File: src/rtl/phi2_timing_pkg.sv
// Shared types and widths for the phi2 bus-timing block.
package phi2_timing_pkg;

  localparam int HCNT_W = 8;
  localparam int CYC_W  = 16;

  // IDLE: no trusted clock; HIGH/LOW: tracking the current phi2 phase.
  typedef enum logic [1:0] {
    IDLE = 2'd0,
    HIGH = 2'd1,
    LOW  = 2'd2
  } phase_state_t;

endpackage

File: src/rtl/phi2_bus_timing_sync_edge.sv
// Multi-flop synchroniser with registered rise/fall pulses.
// Reusable for any asynchronous single-bit input. 'sync' is the registered
// previous value, so it is time-aligned with the rise/fall pulses.
module phi2_sync_edge #(
  parameter int SYNC_STAGES = 2
) (
  input  logic fpga_clk,
  input  logic rst_n,
  input  logic async_in,
  output logic sync,
  output logic rise,
  output logic fall
);

  logic [SYNC_STAGES-1:0] sreg;
  logic                   prev;
  logic                   rise_q;
  logic                   fall_q;

  // Shift the input through the synchroniser and register the edge pulses.
  always_ff @(posedge fpga_clk or negedge rst_n) begin
    if (!rst_n) begin
      sreg   <= '0;
      prev   <= 1'b0;
      rise_q <= 1'b0;
      fall_q <= 1'b0;
    end else begin
      sreg   <= {sreg[SYNC_STAGES-2:0], async_in};
      prev   <= sreg[SYNC_STAGES-1];
      rise_q <= sreg[SYNC_STAGES-1] & ~prev;
      fall_q <= ~sreg[SYNC_STAGES-1] & prev;
    end
  end

  assign sync = prev;
  assign rise = rise_q;
  assign fall = fall_q;

endmodule

File: src/rtl/phi2_bus_timing.sv
// Converts the asynchronous phi2 clock into fpga_clk-domain bus strobes:
// edge pulses, address-latch and data-valid strobes, a drive window,
// the measured high-phase length, a rise counter and a lost-clock watchdog.
module phi2_bus_timing
  import phi2_timing_pkg::*;
#(
  parameter int SYNC_STAGES = 2,
  parameter int ADDR_DELAY  = 2,
  parameter int DATA_LEAD   = 1,
  parameter int TIMEOUT     = 200
) (
  input  logic              fpga_clk,
  input  logic              rst_n,
  input  logic              phi2_in,
  output logic              phi2_rise,
  output logic              phi2_fall,
  output logic              phi2_sync,
  output logic              addr_strobe,
  output logic              data_strobe,
  output logic              drive_window,
  output logic [HCNT_W-1:0] high_len,
  output logic [CYC_W-1:0]  cycle_count,
  output logic              clk_lost
);

  localparam logic [HCNT_W-1:0] ADDR_D  = HCNT_W'(ADDR_DELAY);
  localparam logic [HCNT_W-1:0] LEAD_D  = HCNT_W'(DATA_LEAD);
  localparam logic [HCNT_W:0]   TGT_LIM = (HCNT_W+1)'(ADDR_DELAY + DATA_LEAD);
  localparam logic [7:0]        WD_LAST = 8'(TIMEOUT - 1);

  phase_state_t      state_q, state_d;
  logic [HCNT_W-1:0] hcnt_q;
  logic [HCNT_W-1:0] high_len_q;
  logic [HCNT_W-1:0] target;
  logic [CYC_W-1:0]  cyc_cnt_q;
  logic [7:0]        wd_q;
  logic              lost_q;
  logic              win_q;
  logic              data_done_q;
  logic              in_high;
  logic              edge_seen;
  logic              expire;

  phi2_sync_edge #(
    .SYNC_STAGES(SYNC_STAGES)
  ) u_sync_edge (
    .fpga_clk (fpga_clk),
    .rst_n    (rst_n),
    .async_in (phi2_in),
    .sync     (phi2_sync),
    .rise     (phi2_rise),
    .fall     (phi2_fall)
  );

  assign in_high   = (state_q == HIGH);
  assign edge_seen = phi2_rise | phi2_fall;
  // An edge in the expiry cycle clears the watchdog, so the edge wins.
  assign expire    = !edge_seen && (wd_q == WD_LAST);

  // Data strobe target: max(previous high_len - DATA_LEAD, ADDR_DELAY), underflow-safe.
  always_comb begin
    target = ADDR_D;
    if ({1'b0, high_len_q} > TGT_LIM) target = high_len_q - LEAD_D;
  end

  // Phase tracking next state; watchdog expiry overrides to IDLE.
  always_comb begin
    state_d = state_q;
    case (state_q)
      IDLE:    if (phi2_rise) state_d = HIGH;
      HIGH:    if (phi2_fall) state_d = LOW;
      LOW:     if (phi2_rise) state_d = HIGH;
      default: state_d = IDLE;
    endcase
    if (expire) state_d = IDLE;
  end

  // Strobes are decoded from registered state only; nothing fires outside HIGH.
  assign addr_strobe  = in_high && (hcnt_q == ADDR_D) && !phi2_fall;
  assign data_strobe  = in_high && !data_done_q &&
                        (phi2_fall || ((high_len_q != '0) && (hcnt_q == target)));
  assign drive_window = (state_q != IDLE) && (addr_strobe || win_q);

  // State, phase counter, measurement, rise counter and watchdog registers.
  always_ff @(posedge fpga_clk or negedge rst_n) begin
    if (!rst_n) begin
      state_q     <= IDLE;
      hcnt_q      <= '0;
      high_len_q  <= '0;
      cyc_cnt_q   <= '0;
      wd_q        <= '0;
      lost_q      <= 1'b1;
      win_q       <= 1'b0;
      data_done_q <= 1'b0;
    end else begin
      state_q <= state_d;

      if (edge_seen)            wd_q <= '0;
      else if (wd_q != 8'hFF)   wd_q <= wd_q + 8'd1;

      if (phi2_rise) cyc_cnt_q <= cyc_cnt_q + CYC_W'(1);

      if (expire) begin
        lost_q      <= 1'b1;
        high_len_q  <= '0;
        hcnt_q      <= '0;
        win_q       <= 1'b0;
        data_done_q <= 1'b0;
      end else begin
        if (phi2_rise) begin
          hcnt_q      <= HCNT_W'(1);
          lost_q      <= 1'b0;
          win_q       <= 1'b0;
          data_done_q <= 1'b0;
        end else if (in_high && hcnt_q != '1) begin
          hcnt_q <= hcnt_q + HCNT_W'(1);
        end

        if (in_high && phi2_fall) begin
          high_len_q <= hcnt_q;
          win_q      <= 1'b0;
        end else if (addr_strobe) begin
          win_q <= 1'b1;
        end

        if (data_strobe) data_done_q <= 1'b1;
      end
    end
  end

  assign high_len    = high_len_q;
  assign cycle_count = cyc_cnt_q;
  assign clk_lost    = lost_q;

endmodule
File: config.mk
export PLATFORM = sky130hd
export DESIGN_NAME = phi2_bus_timing
export DESIGN_NICKNAME = d
export VERILOG_FILES = /design/src/rtl/phi2_timing_pkg.sv /design/src/rtl/phi2_bus_timing_sync_edge.sv /design/src/rtl/phi2_bus_timing.sv
export SDC_FILE = /design/constraint.sdc
export NUM_CORES = 1
export LEC_CHECK = 0
export ABC_CLOCK_PERIOD_IN_PS = 2700
export BUFFER_PORTS_ARGS = -buffer_cell sky130_fd_sc_hd__buf_2
export CAP_MARGIN = 25
export CORE_MARGIN = 4
export CORE_UTILIZATION = 35
export DETAILED_ROUTE_END_ITERATION = 6
export PLACE_DENSITY = 0.62
export SLEW_MARGIN = 20
export SYNTH_ARGS = -nofsm -noshare
export SYNTH_HDL_FRONTEND = slang
export SYNTH_SLANG_ARGS = --single-unit
File: constraint.sdc
create_clock -name fpga_clk -period 2.7 [get_ports fpga_clk]
set_clock_uncertainty 0.1 [all_clocks]
set_input_delay 0.54 -clock fpga_clk [delete_from_list [all_inputs] [get_ports fpga_clk]]
set_output_delay 0.54 -clock fpga_clk [all_outputs]
set_load 0.05 [all_outputs]
== Word-level counts from Yosys, hierarchy flattened ==
Cells that the tools add are included.
Operators by class
  $mul: 0
  $add $sub $neg: 4
  shifts and indexed selects: 0
  equality and inequality tests: 9
  muxes and demuxes: 19
  div/mod/pow operators: 0
  bitwise operators: 5
  order comparisons: 1
  reductions and logical operators: 25
Operator list (count)
  8-bit 2-to-1 mux: 8
  16-bit by 1-bit adder with 16-bit output, second input constant: 1
  8-bit by 1-bit adder with 8-bit output, second input constant: 2
  8-bit inequality test, second input constant: 2
  1-bit logical AND: 9
  8-bit by 2-bit == test with 1-bit output, second input constant: 1
  8-bit == test: 1
  8-bit == test, second input constant: 1
  8-bit by 2-bit greater-than comparator with 1-bit output, second input constant: 1
  2-bit nonzero test: 4
  8-bit nonzero test: 1
  8-bit by 1-bit subtractor with 8-bit output, second input constant: 1
  1-bit 2-to-1 mux: 7
  2-bit 2-to-1 mux: 3
  3-bit by 1-bit inequality test with 1-bit output, second input constant: 2
  3-bit nonzero test: 2
  2-bit one-hot mux with 2 select lines: 1
  4-bit nonzero test: 1
  1-bit logical NOT: 3
  1-bit bitwise AND: 2
  2-bit by 1-bit == test with 1-bit output, second input constant: 1
  2-bit == test, second input constant: 1
  2-bit logical NOT: 1
  1-bit logical OR: 2
  4 further kinds: 5
Storage, ports and cells
  register bits after elaboration: 50
  output and inout bits: 31
  ROM bits: 0
  word-level logic and storage cells: 75
  bits in writable memories: 0
  memories kept: 0
  bits in latches: 0

== Logic depth before layout (Yosys ltp) ==
Gate-level depths: netlist (run 1).
  depth in word-level cells: 8
  mapped depth: 8
  mapped depth without buffers: 8

== Cells and area by module ==
From an unflattened synthesis (run 1), not the netlist that was laid out.
Unflattened totals
  cells, all modules: 251
  area total of the unflattened synthesis: 2543.7 µm²
Modules (own cells, without submodules)
  phi2_bus_timing: times used 1, sequential area each 1127.3 µm², cells each 244, area each 2403.6 µm²
  phi2_sync_edge: times used 1, sequential area each 125.1 µm², cells each 7, area each 140.1 µm²

== Worst setup path after synthesis (run 1) ==
No wires, ideal clock.
  path type: register to output
  start: register high_len_q[2], in the netlist high_len[2]
  end: output data_strobe
  stages on the path, launching flop included: 7
  buffers on the path: 1
  data arrival time: 3.166 ns
  data required time: 2.060 ns
  slack: -1.106 ns
  path through: dfrtp_1 -> buf_6 -> or3_4 -> or4_1 -> a311oi_1 -> a41oi_1 -> nor3_1
Between the ends
  cells in the longest elaborated chain, start to end: 6
Ends and longest elaborated chain
  start: declaration: line phi2_bus_timing.sv:33  | logic [HCNT_W-1:0] high_len_q;
  start signal: assignment: line phi2_bus_timing.sv:120  | high_len_q <= hcnt_q;
  8-bit by 1-bit subtractor with 8-bit output / 8-bit by 2-bit greater-than comparator with 1-bit output (equally long branches): line phi2_bus_timing.sv:63  | if ({1'b0, high_len_q} > TGT_LIM) target = high_len_q - LEAD_D;
  8-bit 2-to-1 mux: line phi2_bus_timing.sv:63
  8-bit == test: line phi2_bus_timing.sv:81  | (phi2_fall || ((high_len_q != '0) && (hcnt_q == target)));
  1-bit logical AND *: line phi2_bus_timing.sv:81
  1-bit logical OR *: line phi2_bus_timing.sv:81
  1-bit logical AND *: line phi2_bus_timing.sv:80  | assign data_strobe = in_high && !data_done_q &&
  end: declaration: line phi2_bus_timing.sv:19  | output logic data_strobe,
Every way passes the cells marked *; elsewhere a longest branch is shown, timed or not.

== Final worst setup path (run 1) ==
Ends and elaborated chain as after synthesis.

==> results of run 1 <==
==> layer usage <==
layer | global-route usage [%] | vias up
li1 | - | 1015
met1 | 18.9 | 989
met2 | 22.6 | 34
met3 | 2.57 | 7
met4 | 3.91 | 0
met5 | 0 | -
==> power breakdown <==
group,internal [mW],total (mW),switching (mW)
combinational,0.457,1.13,0.670
sequential,0.872,1.02,0.147
clock,0.282,0.549,0.267
total,1.61,2.69,1.08
==> flip-flops by register name, indices dropped and copies added (netlist names) <==
signal            count
u_sync_edge.rise      1
data_done_q           1
cycle_count          16
hcnt_q                8
high_len              8
wd_q                  8
state_q               2
u_sync_edge.sync      1
win_q                 1
u_sync_edge.fall      1
u_sync_edge.sreg      2
clk_lost              1
==> timing repair <==
action	CTS	global route
buffers inserted	0	0
endpoints found under the hold margin	0	0
endpoints found under the setup margin	1	2
resized for setup	6	3
pin swaps	3	2
gates cloned	0	0
==> worst min path at each step <==
stage,cells after the start,end,slack [ns]
6_report,1,high_len[6],0.20
5_1_grt,1,u_sync_edge.sreg[0],0.22
3_3_place_gp,0,u_sync_edge.sreg[1],0.25
4_1_cts,1,u_sync_edge.sreg[0],0.23
3_5_place_dp,0,u_sync_edge.sreg[1],0.26
2_1_floorplan,0,cycle_count[0],0.14
==> cells by family after synthesis <==
kind of cell             count (synthesis)  share of synthesized area [%]
AO/OA/AOI/OAI                           41                           11.0
XOR/XNOR                                29                           10.0
adder cells (fa/ha/maj)                  5                           2.47
buffers and inverters                   18                           2.96
flip-flops                              50                           49.4
multiplexers                             8                           3.21
AND/OR/NAND/NOR                        106                           21.0
==> placed cells by master (no fill, tap or decap), drive strengths merged, types with 3 or more instances in the layout <==
cell type / instances
a21oi: 13
a311oi: 4
a31oi: 4
and3: 6
buf: 58
clkbuf: 6
dfrtp: 49
ha: 5
inv: 9
mux2i: 7
nand2: 21
nand3: 14
nand4: 6
nor2: 31
nor2b: 4
nor3: 7
o21ai: 6
or2: 4
or3: 3
xnor2: 14
xor2: 15
==> cell usage after synthesis (2+ instances only) <==
| cell type | instances |
|---|---|
| nand3_1 | 14 |
| o21ai_0 | 6 |
| a21o_1 | 2 |
| mux2i_1 | 7 |
| xor2_1 | 15 |
| xnor2_1 | 14 |
| ha_1 | 5 |
| or2_2 | 4 |
| a311oi_1 | 4 |
| nand4_1 | 6 |
| dfrtp_1 | 49 |
| a21oi_1 | 13 |
| nand2_1 | 21 |
| clkbuf_1 | 8 |
| nor2b_1 | 4 |
| a31oi_1 | 4 |
| nor2_1 | 31 |
| and3_1 | 6 |
| inv_1 | 8 |
| a41oi_1 | 2 |
| nor3_1 | 7 |
==> critical path, stage by stage (launching register included) <==
cell and delay [ns]:
dfrtp_2 0.43, or3_4 0.41, or4_4 0.49, a311oi_2 0.23, a41oi_2 0.21, nor3_4 0.16, buf_6 0.18
==> per-stage QoR <==
stage          cell area [um2]  setup WS [ns]  util [%]
6_report                  3170         -0.359      45.9
5_1_grt                   3170         -0.472      45.9
4_1_cts                   3160         -0.364      45.7
3_5_place_dp              3010         -0.191      43.6
3_3_place_gp              3010         -0.173      43.6
2_1_floorplan             2580         -0.380         -
==> layout make-up <==
type	instances	area, um2	area share, %
clock inverters	3	48.8	1.54
well taps	96	120	3.79
repair buffers	59	369	11.6
clock buffers	5	68.8	2.17
multi-input cells	189	1280	40.3
inverters	8	30.0	0.947
flip-flops and latches	50	1260	39.6
==> flow_summary.ini, run 1 <==
[route]
wl_met3_um = 213
drtAntennaViolNets = 0
wl_um = 5700
dr.first_iter.drc_count = 96
met2_wirelength_um = 2740
maxUsedRoutingLayer = met4
post_drt_via_cell_ratio = 4.99
drc = 0
dr.pass1.iters = 4
met1_length_um = 2700
num_vias = 2045
routedWlPerCell_um = 13.9

[critical_path]
r2r_cells = 6
end_kind = primary output
timing.rr.start = hcnt_q[3]
required_ns = 2.06
worstReg2RegEnd = hcnt_q[6]
start_kind = register
reg2reg_slack_ns = 0.37
crit_path_end = data_strobe
cp_max_fo = 5
cp_data_arrival_time_ns = 2.42
crit_start = high_len[2]
worstSetupPathType = register to primary output

[sta]
hold_viol = 0
hold-worst-slack_ns = 0.204
fmax_mhz = 327
worstMarginPinSlew_ns = 0.789
slew_viol_final = 0
rsz0062_at_grt = yes
finalSetupTns_ns = -0.359
slew_headroom_pct = 47.4
setup-violations-final = 1
post-route-period-util_pct = 113
fin_crit_ns = 3.06
fin_ws_ns = -0.359

[floorplan]
die_area_um2 = 8680
die_h_um = 93.1
core_area_um2 = 6910
die_w_um = 93.1
rows = 30
io_pins = 34
start_util_pct = 36.7

[synth]
synth_cell_type_count = 48
synth_top_area_share_pct = 48.3
ys_warn_count = 0
synth_ff_type = dfrtp_1
avgSynthCellArea_um2 = 9.87
ys_ff_latch = 50
synthesis.nets = 265
synth_area_um2 = 2540
ys_top_cells_by_area = dfrtp_1, xor2_1, xnor2_1
synth_edf_count = 0
synth_area_leader_cell = dfrtp_1
synth_cells = 257
ys_seq_area_share_pct = 49.4
synthArstFlopShare_pct = 100

[final_layout]
fill_cells = 705
layout-drive-gt1-share_pct = 29.6
area_delta_synth_final_pct = 25.0
nets = 321
n_antenna_cell = 0
stdcell_count = 410

[place]
gp_congestion = 0.931
port_buffers = 33
dp.cells = 402
dp_hpwl_um = 4200

[clock_network]
cts_buffers = 5
cts_root_buf = clkbuf_8
clockBufferDepth = 2
htree_levels = 2
insertion_delay_ns = 0.31
path_clk_slew_ns = 0.09
cts_tree = built
cts.sinks = 50
cts-hold-fix-buffers = 0

[global_route]
grt_pass1_wl_um = 9700
grt-ovfl-total = 0
antenna_found_initial = 0
grt_pass1_vias = 2048
grt_max_degree = 37
grt_use_total_pct = 13.9

[power]
p_total_mw = 2.69
ir_worst_vdd_v = 0.000639
leakagePower_nw = 1.56
powerDensity_nw_per_um2 = 850

[run]
max-cap-violations = 0

[outcome]
outcome = finished, violations left
violations = negative setup slack

[hold_path]
holdCritPathClass = input pin to async pin
No activity file was read; power rests on OpenSTA's default activity.
==> run 2: changes to the inputs <==
--- a/config.mk
+++ b/config.mk
@@ -5,13 +5,16 @@
 export SDC_FILE = /design/constraint.sdc
 export NUM_CORES = 1
 export LEC_CHECK = 0
+export ABC_AREA = 1
 export ABC_CLOCK_PERIOD_IN_PS = 2700
 export BUFFER_PORTS_ARGS = -buffer_cell sky130_fd_sc_hd__buf_2
 export CAP_MARGIN = 25
+export CELL_PAD_IN_SITES_DETAIL_PLACEMENT = 0
+export CELL_PAD_IN_SITES_GLOBAL_PLACEMENT = 1
 export CORE_MARGIN = 4
 export CORE_UTILIZATION = 35
 export DETAILED_ROUTE_END_ITERATION = 6
-export PLACE_DENSITY = 0.62
+export PLACE_DENSITY = 0.75
 export SLEW_MARGIN = 20
 export SYNTH_ARGS = -nofsm -noshare
 export SYNTH_HDL_FRONTEND = slang
==> run 2 against run 1 <==
The flow now finishes without violations. Clock-buffer cell count grew 1. Routed wire length grew 6.6%. Sequential share of layout area grew 0.24 points. Register-to-register slack gained 0.38 ns. Fmax grew 16%. Global-route usage grew 0.67 points. Sequential power is essentially flat. Combinational power grew 14%. Highest routed layer unchanged. Sequential cell count is the same. Critical path depth grew 6. Design area shrank 0.59%.
==> flow_summary.ini, run 2 <==
[outcome]
outcome = completed

[clock_network]
cts-hold-fix-buffers = 0
cts_tree = built
insertion_delay_ns = 0.31
cts.sinks = 50
cts_buffers = 5
htree_levels = 2
path_clk_slew_ns = 0.10
cts_root_buf = clkbuf_8
clockBufferDepth = 2

[synth]
synth_cell_type_count = 37
synth-compound-area-share_pct = 10.4
synth.most_common_cell = nand2_1
synth_top_family_by_area = simple AND/OR/NAND/NOR gates
synth-xor-area-share_pct = 5.67
synth_ff_type = dfrtp_1
synth_top_area_share_pct = 46.7
avgSynthCellArea_um2 = 8.66
ys_warn_count = 0
synth_area_leader_cell = dfrtp_1
ys_seq_area_share_pct = 47.7
synthArstFlopShare_pct = 100
synth-simple-area-share_pct = 26.5
synth_cells = 303
ys_top_cells_by_area = dfrtp_1, nand2_1, inv_1
yosys.area_share.adder_pct = 2.38
ys_ff_latch = 50
synthMuxAreaShare_pct = 0
synth_edf_count = 0
synth_area_um2 = 2630
synthesis.nets = 311
ys_top_cells_by_count = nand2_1, dfrtp_1, inv_1

[critical_path]
timing.rr.start = u_sync_edge.rise
path_buf_inv = 2
crit_family = simple AND/OR/NAND/NOR gates
crit_top_cell = nand2_1
worstReg2RegEnd = hcnt_q[2]
cp_data_arrival_time_ns = 2.01
reg2reg_slack_ns = 0.75
end_kind = primary output
worstSetupPathType = register to primary output
cp_max_fo = 7
critPathMaxStageDelay_ns = 0.44
path_cells = nor2_4 -> nand3_4 -> nand3_1 -> nand2_1 -> nand2_1 -> nand2_1 -> nor2_2 -> nand3_1 -> nand2_1 -> nand2_2 -> inv_2 -> buf_8
cpMaxStageDelayCell = dfrtp_2
required_ns = 2.06
start_kind = register
r2r_cells = 6

[floorplan]
die_h_um = 94.6
core_area_um2 = 7250
die_w_um = 94.6
die_area_um2 = 8950
io_pins = 34
rows = 31
start_util_pct = 36.2

[power]
share_seq_of_total_power_pct = 36.8
switching_share_pct = 46.0
combinationalPowerShare_pct = 46.1
powerDensity_nw_per_um2 = 885
net-switching-power_mw = 1.28
leakagePower_nw = 1.58
p_int_mw = 1.51
ir_worst_vdd_v = 0.000525
p_clk_share_pct = 17.0

[sta]
hold_viol = 0
slew_headroom_pct = 66.1
fmax_mhz = 378
rsz0062_at_grt = yes
fin_crit_ns = 2.65
finalSetupTns_ns = 0
setup-violations-final = 0
worstMarginPinSlew_ns = 0.509
slew_viol_final = 0
post-route-period-util_pct = 98.0

[global_route]
grt_pass1_vias = 2115
grt-ovfl-total = 0
grt_use_total_pct = 14.5
grt_max_degree = 23
antenna_found_initial = 0
grt_pass1_wl_um = 10300

[final_layout]
fin_area_um2 = 3150
fill_cells = 732
nets = 358
largest_reg_flops = 16
n_antenna_cell = 0
final_common_cell = nand2_1
finalCoreUtilization_pct = 43.5
final_cell_mix = nand2_1, dfrtp_1, inv_1
area_delta_synth_final_pct = 20.1
layout-drive-gt1-share_pct = 26.5

[run]
max-cap-violations = 0

[route]
post_drt_via_cell_ratio = 4.84
num_vias = 2179
routedWlPerCell_um = 13.5
dr.first_iter.drc_count = 125
wl_um = 6080
drc = 0
drtAntennaViolNets = 0
dr.pass1.iters = 4

[hold_path]
holdCritPathClass = input pin to async pin

[place]
dp_hpwl_um = 4480
gp_congestion = 0.837
port_buffers = 33
dpl_cell_area_um2 = 2930
==> run 2: cell count changes in the layout (fill, tap and decap cells not counted), moves of 6 or more <==
cell	before	now
mux2i_1	7	0
nand3_1	14	25
o21ai_0	6	12
xnor2_1	14	3
nand2_1	21	51
buf_4	26	8
nor2_2	0	8
inv_1	8	40
nor2_1	31	20
==> run 2: final cells by class <==
cell class,count,area [um2],area share (%)
clock buffers,6,82.6,2.62
clock inverters,2,16.3,0.516
inverters,46,175,5.56
multi-input cells,206,1260,40.0
flip-flops and latches,50,1260,39.9
well taps,99,124,3.93
repair buffers,41,235,7.46
==> run 2: routing by layer <==
layer | routed length, um | GRT usage, % | vias up | share of wire, %
met2 | 2680 | 21.8 | 48 | 44
met1 | 3060 | 21.6 | 1027 | 50
met4 | 72 | 4.69 | 0 | 1.2
met5 | 0 | 0 | - | 0
met3 | 266 | 1.99 | 5 | 4.4
li1 | - | - | 1099 | -
==> run 2: worst max path at each step <==
stage | to | cells past startpoint | startpoint
floorplan | drive_window | 5 | u_sync_edge.fall
global placement | data_strobe | 13 | high_len[0]
detailed placement | data_strobe | 12 | high_len[0]
CTS | data_strobe | 12 | high_len[2]
global route | data_strobe | 12 | high_len[3]
finish | data_strobe | 12 | high_len[3]
==> run 2: kinds of logic (layout without fill, tap and decap cells) <==
family | Yosys count | after routing
AOI/OAI and AO/OA | 45 | 45
DFF | 50 | 50
and+or+nand+nor | 138 | 139
buffers and inverters | 48 | 95
adders and majority gates | 5 | 5
xor gates and xnor gates | 17 | 17
==> run 2: power groups by stage <==
stage	registers, mW	logic [mW]	clock network [mW]
finish	1.03	1.29	0.476
global route	1.05	1.43	0.518
CTS	1.03	1.18	0.495
detailed placement	1.04	1.14	0
global placement	1.03	1.14	0
floorplan	1.24	0.663	0
==> run 2: what timing repair did <==
| item | in CTS | in global routing |
|---|---|---|
| buffers inserted | 0 | 5 |
| cloned | 0 | 1 |
| pin swaps | 0 | 9 |
| endpoints found under the setup margin | 1 | 1 |
| resized for setup | 7 | 18 |
==> run 2: worst reg2reg max path, delay by kind of cell, from the launching register on <==
| family | cells | cell delay [ns] |
|---|---|---|
| flops | 1 | 0.61 |
| simple gates | 3 | 0.54 |
| buf+inv | 2 | 0.31 |
| compound gates | 1 | 0.30 |
==> run 2: through the flow <==
stage / cells / power, mW / hold slack (ns) / setup WS (ns)
after global routing: 450 / 3.00 / 0.116 / -0.0767
after floorplan: 303 / 1.90 / 0.144 / 0.00406
after global placement: 436 / 2.17 / 0.249 / 0.245
final: 450 / 2.79 / 0.0943 / 0.0538
after detailed placement: 436 / 2.18 / 0.258 / 0.202
after CTS: 444 / 2.71 / 0.107 / 0.00283
==> run 3: changes to the inputs <==
--- a/config.mk
+++ b/config.mk
@@ -14,6 +14,8 @@
 export CORE_MARGIN = 4
 export CORE_UTILIZATION = 35
 export DETAILED_ROUTE_END_ITERATION = 6
+export GPL_ROUTABILITY_DRIVEN = 0
+export GPL_TIMING_DRIVEN = 0
 export PLACE_DENSITY = 0.75
 export SLEW_MARGIN = 20
 export SYNTH_ARGS = -nofsm -noshare
==> run 3 against run 2 <==
Setup slack lost 0.026 ns. Final cell count shrank 0.89%. Hold slack gained 0.039 ns. Non-clock buffer count shrank 3. Clock power shrank 4.6%. Sequential power is essentially flat. Sequential share of layout area grew 0.83 points. Critical path type unchanged. Critical endpoint unchanged.
==> flow_summary.ini, run 3 (synthesis gave the netlist of run 2 again) <==
[sta]
worstMarginPinSlew_ns = 0.644
fin_ws_ns = 0.0273
fmax_mhz = 374
slew_headroom_pct = 57.1
hold_viol = 0
setup-violations-final = 0
rsz0062_at_grt = yes
fin_crit_ns = 2.67
post-route-period-util_pct = 99.0
slew_viol_final = 0

[final_layout]
n_antenna_cell = 0
final_common_cell = nand2_1
stdcell_count = 446
area_delta_synth_final_pct = 17.5
finalCoreUtilization_pct = 42.5
final_cell_mix = nand2_1, dfrtp_1, inv_1
nets = 354
regArea_um2 = 1260
layout-drive-gt1-share_pct = 23.3
largest_reg_flops = 16
multi_input_area_um2 = 1220
fill_cells = 736

[floorplan]
die_h_um = 94.6
die_w_um = 94.6
io_pins = 34
start_util_pct = 36.2
die_area_um2 = 8950
core_area_um2 = 7250
rows = 31

[critical_path]
required_ns = 2.06
end_kind = primary output
worstSetupPathType = register to primary output
reg2reg_slack_ns = 0.78
cp_data_arrival_time_ns = 2.03
start_kind = register
cp_max_fo = 6

[route]
wl_um = 5830
dr.first_iter.drc_count = 124
dr.pass1.iters = 4
drc = 0
post_drt_via_cell_ratio = 4.85
num_vias = 2165
drtAntennaViolNets = 0
routedWlPerCell_um = 13.1

[place]
dp_hpwl_um = 4250
port_buffers = 33
preCtsSetupSlack_ns = 0.00625
dp.cells = 435

[global_route]
grt_max_degree = 51
grt_pass1_wl_um = 10100
antenna_found_initial = 0
grt_pass1_vias = 2128
grt_use_total_pct = 14.3
grt-ovfl-total = 0

[clock_network]
insertion_delay_ns = 0.30
cts_root_buf = clkbuf_8
cts.sinks = 50
clockBufferDepth = 2
cts_tree = built
path_clk_slew_ns = 0.09
htree_levels = 2
cts_buffers = 5
cts-hold-fix-buffers = 0

[power]
leakagePower_nw = 1.54
ir_worst_vdd_v = 0.000453
powerDensity_nw_per_um2 = 879

[hold_path]
holdCritPathClass = input pin to async pin

[outcome]
outcome = completed

[run]
max-cap-violations = 0
==> run 3: changes by cell type in the layout (fill, tap and decap cells not counted), sizes merged <==
cell    previous run  this run
buf               41        37
clkbuf             6         8
clkinv             0         1
inv               47        45
nand3             30        29
==> run 3: worst max-delay path: stages (launching register included) <==
cell and delay, ns:
dfrtp_1 0.42, inv_2 0.09, ha_4 0.20, nand4_1 0.12, nand2_1 0.10, o21ai_1 0.07, nand2_1 0.06, nand2_1 0.06
nor2_1 0.12, nand3_1 0.13, nand2_1 0.11, nand2_2 0.06, inv_2 0.06, buf_8 0.14
==> run 3: final timing paths <==
path / to / from / cells past startpoint
max in group asynchronous: hcnt_q[2] / rst_n / 1
worst max-delay path: data_strobe / high_len[1] / 13
worst max register to register: data_done_q / high_len[1] / 13
min in group fpga_clk: u_sync_edge.sreg[0] / phi2_in / 1
worst min register to register: u_sync_edge.sreg[1] / u_sync_edge.sreg[0] / 0
worst min-delay path: state_q[1] / rst_n / 1
==> run 3: final cells by class <==
| type | count | area share, % |
|---|---|---|
| inverters | 46 | 5.80 |
| clock inverters | 1 | 0.162 |
| well taps | 99 | 4.01 |
| repair buffers | 36 | 6.49 |
| plain buffers | 2 | 0.487 |
| flip-flops and latches | 50 | 40.7 |
| multi-input cells | 205 | 39.5 |
| clock buffers | 7 | 2.80 |
==> run 3: where the power goes <==
| part | internal [mW] | total, mW | switching (mW) |
|---|---|---|---|
| Sequential | 0.877 | 1.03 | 0.155 |
| Combinational | 0.390 | 1.23 | 0.835 |
| Clock | 0.207 | 0.454 | 0.247 |
==> run 3: layer usage <==
layer | vias up | share of wire (%) | track usage (%)
li1 | 1087 | - | -
met1 | 1021 | 50 | 21.0
met2 | 52 | 44 | 20.4
met3 | 5 | 5.5 | 3.75
met4 | 0 | 0.98 | 4.33
met5 | - | 0 | 0
==> run 3: repair_timing <==
action / CTS / global route
gates resized for setup: 5 / 10
setup buffers: 2 / 1
endpoints found under the setup margin: 1 / 1
cloned: 0 / 0
pin swaps: 0 / 6
==> run 3: metrics by stage <==
step	instance area, um2	setup TNS (ns)	hold slack (ns)	total power [mW]
floorplan	2630	0	0.144	1.90
global placement	2920	-0.0266	0.234	2.16
detailed placement	2930	0	0.256	2.17
CTS	3050	0	0.178	2.69
global route	3090	-0.120	0.198	2.92
finish	3090	0	0.134	2.71
